File: src/rtl/booth_r4_mult.sv
// booth_r4_mult: radix-4 Booth sequential multiplier, signed/unsigned, start/busy/done handshake
//   N          : operand width (even, >= 4); K = N/2+1 iterations
//   clk, rst   : clock, asynchronous active-high reset
//   i_start    : request, sampled in IDLE; i_tc/i_min/i_qin captured with it
//   i_tc       : 1 = two's complement operands, 0 = unsigned
//   o_busy     : operation in progress; o_done: one-cycle result pulse
//   o_p        : 2N-bit product, held until next done; o_st: 0 IDLE, 1 CALC, 2 FIN
//   BOOTH_R4_ZERO_SKIP_EN : zero operand jumps straight to FIN (latency 1)
module booth_r4_mult #(
    parameter int N = 8
) (
    input  logic           clk,
    input  logic           rst,
    input  logic           i_start,
    input  logic           i_tc,
    input  logic [N-1:0]   i_min,
    input  logic [N-1:0]   i_qin,
    output logic           o_busy,
    output logic           o_done,
    output logic [2*N-1:0] o_p,
    output logic [1:0]     o_st
);
    localparam int K  = N / 2 + 1;
    localparam int CW = $clog2(K + 1);
    typedef enum logic [1:0] {S_IDLE = 2'd0, S_CALC = 2'd1, S_FIN = 2'd2} state_t;
    state_t              r_state;
    logic signed [N+3:0] r_a;
    logic [N+1:0]        r_q;
    logic [N+1:0]        r_m;
    logic                r_qres;
    logic [CW-1:0]       r_cnt;
    logic [N+1:0]        w_m_in;
    logic [N+1:0]        w_q_in;
    logic signed [N+3:0] w_m1;
    logic signed [N+3:0] w_m2;
    logic signed [N+3:0] w_dig;
    logic signed [N+3:0] w_sum;
    logic [2:0]          w_rec;
    logic                w_zero;
    assign w_m_in = i_tc ? {{2{i_min[N-1]}}, i_min} : {2'b00, i_min};
    assign w_q_in = i_tc ? {{2{i_qin[N-1]}}, i_qin} : {2'b00, i_qin};
    assign w_m1   = {{2{r_m[N+1]}}, r_m};
    assign w_m2   = {w_m1[N+2:0], 1'b0};
    assign w_rec  = {r_q[1:0], r_qres};
    assign w_dig  = (w_rec == 3'b001 || w_rec == 3'b010) ? w_m1 :
                    (w_rec == 3'b011) ? w_m2 :
                    (w_rec == 3'b100) ? -w_m2 :
                    (w_rec == 3'b101 || w_rec == 3'b110) ? -w_m1 : '0;
    assign w_sum  = r_a + w_dig;
`ifdef BOOTH_R4_ZERO_SKIP_EN
    assign w_zero = (i_min == '0) || (i_qin == '0);
`else
    assign w_zero = 1'b0;
`endif
    assign o_st = r_state;
    always_ff @(posedge clk or posedge rst) begin
        if (rst) begin
            r_state <= S_IDLE;
            r_a     <= '0;
            r_q     <= '0;
            r_m     <= '0;
            r_qres  <= 1'b0;
            r_cnt   <= '0;
            o_busy  <= 1'b0;
            o_done  <= 1'b0;
            o_p     <= '0;
        end else begin
            o_done <= 1'b0;
            case (r_state)
                S_IDLE: if (i_start) begin
                    // a zero-skipped operation leaves A and Q cleared so FIN yields 0
                    r_a     <= '0;
                    r_q     <= w_zero ? '0 : w_q_in;
                    r_m     <= w_m_in;
                    r_qres  <= 1'b0;
                    r_cnt   <= CW'(K);
                    o_busy  <= !w_zero;
                    r_state <= w_zero ? S_FIN : S_CALC;
                end
                S_CALC: begin
                    // arithmetic shift of {A',Q,qres} right by two
                    r_a    <= {{2{w_sum[N+3]}}, w_sum[N+3:2]};
                    r_q    <= {w_sum[1:0], r_q[N+1:2]};
                    r_qres <= r_q[1];
                    r_cnt  <= r_cnt - CW'(1);
                    if (r_cnt == CW'(1)) r_state <= S_FIN;
                end
                S_FIN: begin
                    o_p     <= {r_a[N-3:0], r_q};
                    o_done  <= 1'b1;
                    o_busy  <= 1'b0;
                    r_state <= S_IDLE;
                end
                default: r_state <= S_IDLE;
            endcase
        end
    end
endmodule
File: config.mk
export PLATFORM = sky130hd
export DESIGN_NAME = booth_r4_mult
export DESIGN_NICKNAME = d
export VERILOG_FILES = /design/src/rtl/booth_r4_mult.sv
export SDC_FILE = /design/constraint.sdc
export NUM_CORES = 1
export LEC_CHECK = 0
export ABC_CLOCK_PERIOD_IN_PS = 3000
export CAP_MARGIN = 20
export CORE_UTILIZATION = 35
export DETAILED_ROUTE_END_ITERATION = 12
export HOLD_SLACK_MARGIN = 0.06
export PLACE_DENSITY_LB_ADDON = 0.2
export SLEW_MARGIN = 10
export SYNTH_ARGS = -nofsm -noshare
export SYNTH_HDL_FRONTEND = slang
export SYNTH_SLANG_ARGS = --single-unit
File: constraint.sdc
create_clock -name clk -period 3 [get_ports clk]
set_input_delay 0.9 -clock clk [delete_from_list [all_inputs] [get_ports clk]]
set_output_delay 0.9 -clock clk [all_outputs]
set_load 0.005 [all_outputs]
# Word level (Yosys, flattened, before mapping)
# Cells that the tools add are included.
# Widths: inputs -> output; s select.
# classes
addsub,4
eq_ne,11
n_mux,20
n_reduce_logical,9
# ops
op,n
$mux 12,5
$mux 10,3
$neg 12->12,2
$pmux 12 s2,1
$pmux 10 s2,1
$add 12x12->12,1
$eq 3x3->1 const B,3
$reduce_and 2->1,4
$eq 3x1->1 const B,2
$eq 3x2->1 const B,2
$pmux 3 s2,1
$mux 2,2
$ne 2x2->1 const B,2
$pmux 1 s2,2
$pmux 2 s2,1
$reduce_bool 2->1,2
$mux 1,3
$mux 3,1
$sub 3x1->3 const B,1
$eq 2x1->1 const B,1
$eq 2x2->1 const B,1
$logic_not 2->1,1
$logic_or 1x1->1,2
# word_totals
ff_bits,56
output_inout_bits,20

# Logic depth before layout (Yosys ltp)
# Gate-level depths: netlist of the first run.
# depth
depth_word,8
mapped_depth,16

# Least setup slack after synthesis of the first run
# OpenSTA, ideal clock, no wires.
# synth_path
path_kind,reg-to-reg
start,reg r_m[0]
end,reg r_a[10]
arrival_ns,3.239
required_ns,2.931
path_slack_ns,-0.308
path_stages_with_launch,17
synth_period_minus_slack_ns,3.308
path_cell_list,dfrtp_1 -> inv_1 -> ha_1 -> nor3b_1 -> xnor2_1 -> nand2_1 -> o21ai_0 -> nand2_1 -> o221ai_1 -> ha_1 -> o211ai_1 -> o21ai_0 -> o2111a_1 -> o221ai_1 -> xnor2_1 -> or3_1 -> nand3_1
# synth_between
elab_chain_len,7
# synth_lines
element,line_no,rtl
start: declaration,29,logic [N+1:0] r_m;
start signal: assignment,74,r_m <= w_m_in;
$neg 12->12,48,(w_rec == 3'b101 || w_rec == 3'b110) ? -w_m1 : '0;
$mux 12,48,
$mux 12,47,(w_rec == 3'b100) ? -w_m2 :
$mux 12,46,(w_rec == 3'b011) ? w_m2 :
$mux 12 (*),45,assign w_dig = (w_rec == 3'b001 || w_rec == 3'b010) ? w_m1 :
$add 12x12->12 (*),49,assign w_sum = r_a + w_dig;
$pmux 12 s2 (*),69,case (r_state)
end signal: assignment,82,"r_a <= {{2{w_sum[N+3]}}, w_sum[N+3:2]};"
end: declaration,27,logic signed [N+3:0] r_a;
# Mark *: on every way between the ends. The rest lies on a longest branch, timed or not.
# A chain may end at the register's enable or synchronous reset.

# Worst setup path in the final report of the first run
# layout_path
start,reg r_m[1]
end,reg r_a[10]
# The elaborated chain is that of the path after synthesis.

==> qor_table.md, run 1 <==
| Result | This run | Unit |
|:---|:---|:---|
| Max-slew violation count | 0 | - |
| Remaining number of nets flagged by the antenna check after routing | 0 | - |
| Critical path type | register to register | - |
| R2R Path End | r_a[10] | - |
| Total via count in the routed design | 2,864 | - |
| Deepest level of the CTS H-tree | 2 | - |
| Cell Rows | 34 | - |
| Buf+Inv Stages, Crit Path | 0 | - |
| Root buffer cell | clkbuf_8 | - |
| Critical-path top delay cell | or4_4 | - |
| Cell accounting for the most synthesized area | dfrtp_1 | - |
| Floorplan core area | 0.00881 | mm^2 |
| Post-layout minimum cycle time | 3.19 | ns |
| Total wirelength of the detailed-routed design | 8770 | um |
| Final Wtd Congestion | 0.887 | - |
| Count of clock tree sinks | 53 | - |
| Type of element launching the critical path | register | - |
| Vias in the first global route | 2,762 | - |
| Overall routing resource usage | 18.3 | % |
| Clock latency of the later-clocked register in the worst-skew pair | 0.31 | ns |
| PortBufs | 39 | - |
| Width of the die | 97.8 | um |
| Clock slew at reported path FFs | 0.11 | ns |
| Synth Instances | 349 | - |
| Die area | 0.00956 | mm^2 |
| Count of synthesis-stage warnings from yosys | 0 | - |
| Number of buffers inserted during clock tree synthesis | 5 | - |
| Unrepaired setup endpoints after global routing | yes | - |
| Worst R2R Start | r_m[1] | - |
| Final worst clock skew | 0.00536 | ns |
| Crit. path cell count | 12 | - |
| Failing checks | DRC, setup timing | - |
| Number of ports placed on the die boundary | 40 | - |
| Number of search-and-repair iterations in the first detailed-routing pass | 8 | - |
| Total of endpoints with negative setup slack in the final report | 2 | - |
| Net count after synthesis | 385 | - |
| Residual DRC count | 2 | - |
| Starting density of the core | 36.4 | % |
| Diode count | 0 | - |
| Cell types occupying the most area after synthesis | dfrtp_1, mux2_2, ha_1 | - |
| Peak fanout along the critical path | 4 | - |
| Pin slew with the least headroom to its limit | 0.841 | ns |
| EDFF count, synth | 0 | - |
| CP startpoint | r_m[1] | - |
| CP arrival | 3.44 | ns |
| Share of flip-flops with an asynchronous set or reset after synthesis | 100 | % |
| Register area | 0.00133 | mm^2 |
| Synth-to-layout area growth | 38.9 | % |
| Count of cell types in the netlist | 44 | - |
| Number of antenna violations at the first check in global routing | 0 | - |
| Fraction of layout cells with a size suffix above 1 | 29.8 | % |
| Final Hold Violating Endpoints | 0 | - |
| Vias per std cell | 5.26 | - |
| Clock tree from TritonCTS | done | - |
| Number of DRC markers after the initial detailed-route iteration | 98 | - |
| Reg2reg setup slack | -0.19 | ns |
| Cells traversed along the worst timing path | or4_4 > nor4b_4 > nor2_4 > a2bb2oi_2 > o32ai_2 > a21o_1 > ha_4 > a2111o_1 > o221ai_2 > xnor2_1 > or3_1 > nand3_1 | - |
| Final net count | 471 | - |
| Area share of the largest cell type after synthesis | 41.3 | % |
| Smallest hold slack | 0.502 | ns |
| Total gr overflow | 0 | - |
| WL per Instance | 16.1 | um |
| Synth Register Bits | 53 | - |
| Capture point of the worst path | r_a[10] | - |
| Multi-input combinational cell area | 0.00198 | mm^2 |
| Reported max-cap violation count | 0 | - |
| Post-Syn Area | 0.00321 | mm^2 |
| Maximum clock rate | 314 | MHz |
| Final worst-path setup slack | -0.187 | ns |
| Class of the tightest hold or removal check | register to register | - |
| Floorplan die height | 97.8 | um |
| Result of the run | finished with violations | - |
| Critical path endpoint category | register | - |
| Flip-flop cell with the highest count after synthesis | dfrtp_1 | - |
| Portion of the post-synthesis area used by sequential elements | 41.3 | % |
| Share of the clock period used by the worst path | 106 | % |
| Critical path required time | 3.26 | ns |
| DP HPWL | 6240 | um |
| Pin count of the biggest net entering global routing | 31 | - |
| CP peak stage delay | 0.58 | ns |
| Worst reg2reg path depth | 12 | - |
| Wire length of the first global-routing pass | 14,000 | um |
| Syn avg cell area | 9.20 | um^2 |
| Headroom to the max-slew limit | 43.9 | % |
| Largest delay share family, worst path | simple AND/OR/NAND/NOR gates | - |
| Number of fillers in the final layout | 782 | - |
| Clock Path Buffers | 2 | - |
==> area by class of cell <==
type,instances,area share [%]
Clock buffer,5,1.54
Clock inverter,3,1.12
Inverter,10,0.842
Multi-Input combinational cell,266,44.3
Sequential cell,53,29.8
Tap cell,108,3.03
Timing Repair Buffer,99,19.4
==> cell usage after synthesis (2+ instances only) <==
master	n
a21oi_1	27
xnor2_1	8
clkbuf_1	16
a211oi_1	6
mux2i_1	8
xor2_1	6
nand2b_1	9
ha_1	15
o22ai_1	12
o21ai_0	23
nand3_1	6
nand2_1	46
a311oi_1	2
a22oi_1	2
nor2b_1	3
o221ai_1	2
a21o_1	5
nor2_1	37
inv_1	10
mux2_2	22
or3_1	2
a31oi_1	2
dfrtp_1	53
o31ai_1	3
o211ai_1	2
buf_1	2
nor3b_1	3
==> worst register-to-register path: stages (launching register included) <==
cell and delay [ns]:
dfrtp_1 0.44, or4_4 0.58, nor4b_4 0.35, nor2_4 0.07, a2bb2oi_2 0.17, o32ai_2 0.09
a21o_1 0.19, ha_4 0.22, a2111o_1 0.37, o221ai_2 0.15, xnor2_1 0.10, or3_1 0.31
nand3_1 0.08
==> registers in the layout, indices dropped and copies added (netlist names) <==
name    flops
r_qres      1
r_cnt       3
o_p        16
o_st        2
r_a        10
o_busy      1
o_done      1
r_m         9
r_q        10
==> layout by cell type, fill, tap and decap left out, drive strengths merged, types with 7 or more instances in the layout <==
cell,instances
nor2,37
mux2,22
o21ai,23
nand2b,9
a211oi,7
clkdlybuf4s50,39
buf,60
ha,15
xnor2,8
o22ai,12
mux2i,8
dfrtp,53
nand2,46
inv,11
a21oi,27
==> worst min-delay path by stage <==
stage | cells past startpoint | from | to | slack, ns
after global placement | 1 | r_cnt[2] | r_cnt[2] | 0.46
final | 1 | r_cnt[2] | r_cnt[2] | 0.50
after detailed placement | 1 | r_cnt[2] | r_cnt[2] | 0.48
after floorplan | 1 | r_cnt[2] | r_cnt[2] | 0.44
after global routing | 1 | r_cnt[2] | r_cnt[2] | 0.51
after CTS | 1 | r_cnt[2] | r_cnt[2] | 0.49
==> metal layers <==
layer	share of wire, %	track usage, %	wire, um	up-vias
li1	-	-	-	1407
met4	1.1	6.41	95	0
met5	0	0	0	-
met2	48	28.6	4210	58
met3	3.4	2.51	301	7
met1	47	26.0	4170	1392
==> through the flow <==
stage	cell area, um^2	setup TNS [ns]	cells	setup WS, ns	utilization, %
after detailed placement	4090	-0.594	529	-0.203	46.4
after global placement	4090	-0.208	529	-0.0997	46.4
after floorplan	3230	-0.0646	349	-0.0646	-
after CTS	4300	-0.280	538	-0.164	48.8
final	4460	-0.207	544	-0.187	50.6
after global routing	4460	-0.704	544	-0.294	50.6
==> cells by family after synthesis <==
family	Yosys count	synth area share [%]
simple gates	111	15.7
fa+ha+maj	16	6.47
compound gates	95	18.7
xor+xnor	14	3.82
flops	53	41.3
mux	30	10.2
buf+inv	30	3.78
==> repair_timing <==
| action | CTS | global route |
|---|---|---|
| setup buffers | 1 | 6 |
| gates resized for setup | 14 | 36 |
| pin swaps | 1 | 23 |
| endpoints found under the setup margin | 5 | 6 |
| hold buffers | 0 | 0 |
| cloned | 0 | 0 |
Power of run 1 is left out: the tool's default activity adds up to more than one toggle a clock period on the data nets, which glitch-free logic cannot reach.
==> run 2: changes to the inputs <==
Settings changed: CAP_MARGIN 20 to 30, CORE_UTILIZATION 35 to 30.
==> run 2 against run 1 <==
Net effect:
- the run ends with setup timing left
- register-to-register slack better by 0.04 ns
- design area down 0.22%
- first-iteration DRC count down 4.1%
- global-route usage down 2.5 points
- maximum frequency up 1.2%
- core utilization down 7.7 points
- critical path depth unchanged
- sequential share of layout area about the same
==> qor_table.md, run 2 (synthesized netlist as in run 1, its figures left out) <==
| Result | This run | Unit |
|:---|:---|:---|
| Met1 capacity usage during global routing | 22.1 | % |
| End point of the most critical hold path | r_cnt[2] | - |
| Headroom to the max-slew limit | 50.3 | % |
| Clock slew at reported path FFs | 0.11 | ns |
| Type of element launching the critical path | register | - |
| Root buffer cell | clkbuf_8 | - |
| Final Hold Violating Endpoints | 0 | - |
| R2R Path End | r_a[10] | - |
| Core occupancy in the finished layout | 42.9 | % |
| Total gr overflow | 0 | - |
| PortBufs | 39 | - |
| Unrepaired setup endpoints after global routing | yes | - |
| Total wirelength of the detailed-routed design | 8530 | um |
| Final Wtd Congestion | 0.831 | - |
| Post-route cell area | 0.00445 | mm^2 |
| Overall routing resource usage | 15.8 | % |
| Class of the tightest hold or removal check | register to register | - |
| Critical path required time | 3.27 | ns |
| Vias per std cell | 4.98 | - |
| Residual DRC count | 0 | - |
| Global-route track usage on met2 | 24.5 | % |
| Number of ports placed on the die boundary | 40 | - |
| Clock tree from TritonCTS | done | - |
| Final worst-path setup slack | -0.149 | ns |
| Instance area after placement | 0.00414 | mm^2 |
| Wire length of the first global-routing pass | 13,900 | um |
| Cts hold-fix bufs | 0 | - |
| Grt met3 use | 3.03 | % |
| Pin count of the biggest net entering global routing | 54 | - |
| Number of DRC markers after the initial detailed-route iteration | 94 | - |
| Critical path endpoint category | register | - |
| Clock Path Buffers | 2 | - |
| Synth-to-layout area growth | 38.6 | % |
| Max reg flops | 16 | - |
| Maximum clock rate | 318 | MHz |
| Post-Place Cells | 554 | - |
| Largest delay share family, worst path | simple AND/OR/NAND/NOR gates | - |
| CP peak stage delay | 0.58 | ns |
| Max-slew violation count | 0 | - |
| Most common library cell in the layout ignoring fill and taps | dfrtp_1 | - |
| Floorplan core area | 0.0104 | mm^2 |
| Layer with the highest usage | met2 | - |
| Peak fanout along the critical path | 4 | - |
| Buf+Inv Stages, Crit Path | 0 | - |
| Worst R2R Start | r_m[1] | - |
| Post-layout minimum cycle time | 3.15 | ns |
| Number of search-and-repair iterations in the first detailed-routing pass | 4 | - |
| Clock latency of the later-clocked register in the worst-skew pair | 0.33 | ns |
| Deepest level of the CTS H-tree | 2 | - |
| Hold path startpoint | r_cnt[2] | - |
| Number of buffers inserted during clock tree synthesis | 5 | - |
| Remaining number of nets flagged by the antenna check after routing | 0 | - |
| Register containing the most flip-flops in the final layout | o_p | - |
| Reg2reg setup slack | -0.15 | ns |
| Failing checks | setup timing | - |
| DP HPWL | 6030 | um |
| Result of the run | finished with violations | - |
| Reported max-cap violation count | 0 | - |
| WL per Instance | 15.1 | um |
| Starting density of the core | 30.9 | % |
| Cells traversed along the worst timing path | or4_4 > nor4b_4 > nor2_2 > a2bb2oi_1 > o32ai_2 > a21o_1 > ha_4 > a2111o_1 > o221ai_2 > xnor2_1 > or3_1 > nand3_1 | - |
| Final worst clock skew | 0.0138 | ns |
| Critical-path top delay cell | or4_4 | - |
| Total via count in the routed design | 2,814 | - |
| Floorplan die height | 105 | um |
| Cell Rows | 37 | - |
| Worst reg2reg path depth | 12 | - |
| Diode count | 0 | - |
| Count of non-filler cells in the finished layout | 565 | - |
| Total of endpoints with negative setup slack in the final report | 1 | - |
| Commonest non-fill, non-tap cells in the layout | dfrtp_1, buf_4, nand2_1 | - |
| Final net count | 464 | - |
| CP arrival | 3.42 | ns |
| Vias in the first global route | 2,786 | - |
| Number of antenna violations at the first check in global routing | 0 | - |
| Die area | 0.0111 | mm^2 |
| Pin slew with the least headroom to its limit | 0.744 | ns |
| Fraction of layout cells with a size suffix above 1 | 27.3 | % |
| Regs by FF count | o_p x16, r_a x10, r_q x10 | - |
| Critical path type | register to register | - |
| Share of the clock period used by the worst path | 105 | % |
| Count of clock tree sinks | 53 | - |
| Width of the die | 105 | um |
| Number of stages on the worst hold path | 1 | - |
## run 2: changes by cell type in the layout (fill, tap and decap cells not counted), moves of 2 or more
| cell | change |
|---|---|
| buf_12 | +3 |
| buf_6 | -3 |
| o21ai_0 | +3 |
| inv_1 | +2 |
| inv_2 | -2 |
| buf_4 | -7 |
| o21ai_1 | -2 |
## run 2: per-stage QoR
step / setup TNS [ns] / hold WS [ns] / setup slack (ns)
finish: -0.149 / 0.486 / -0.149
global route: -0.763 / 0.521 / -0.331
CTS: -0.309 / 0.494 / -0.171
detailed placement: -0.422 / 0.470 / -0.161
global placement: -0.314 / 0.464 / -0.111
floorplan: -0.0646 / 0.440 / -0.0646
## run 2: final cells by class
cell class	count	area, um^2
fill	1022	5920
multi-input combinational	266	1960
sequential	53	1330
timing repair buffer	92	838
tap	136	170
clock buffer	5	68.8
clock inverter	3	50.0
inverter	10	37.5
## run 2: worst max path at each step
stage                start       to  slack, ns  cells past startpoint
CTS                 r_m[1]  r_a[10]      -0.17                     12
global placement    r_m[3]  r_a[10]      -0.11                     12
detailed placement  r_m[1]  r_a[10]      -0.16                     12
global route        r_m[1]  r_a[10]      -0.33                     12
floorplan           r_m[0]  r_a[10]      -0.06                     16
finish              r_m[1]  r_a[10]      -0.15                     12
## run 2: timing repair
| action | 4_1_cts | 5_1_grt |
|---|---|---|
| gates resized for setup | 9 | 28 |
| setup endpoints to repair | 5 | 6 |
| buffers inserted | 2 | 1 |
| pin swaps | 6 | 22 |
## run 2: worst reg2reg max path, delay by kind of cell (launching register included)
kind                     cells  cell delay [ns]
XOR/XNOR                     1             0.10
flip-flops                   1             0.42
adder cells (fa/ha/maj)      1             0.22
AND/OR/NAND/NOR              5             1.32
AO/OA/AOI/OAI                5             1.03
## run 2: layer usage
layer,wire length [um],vias to the layer above
met5,0,-
met1,4120,1350
li1,-,1401
met3,287,11
met2,3990,52
met4,131,0
Power of run 2 is left out for the same reason.
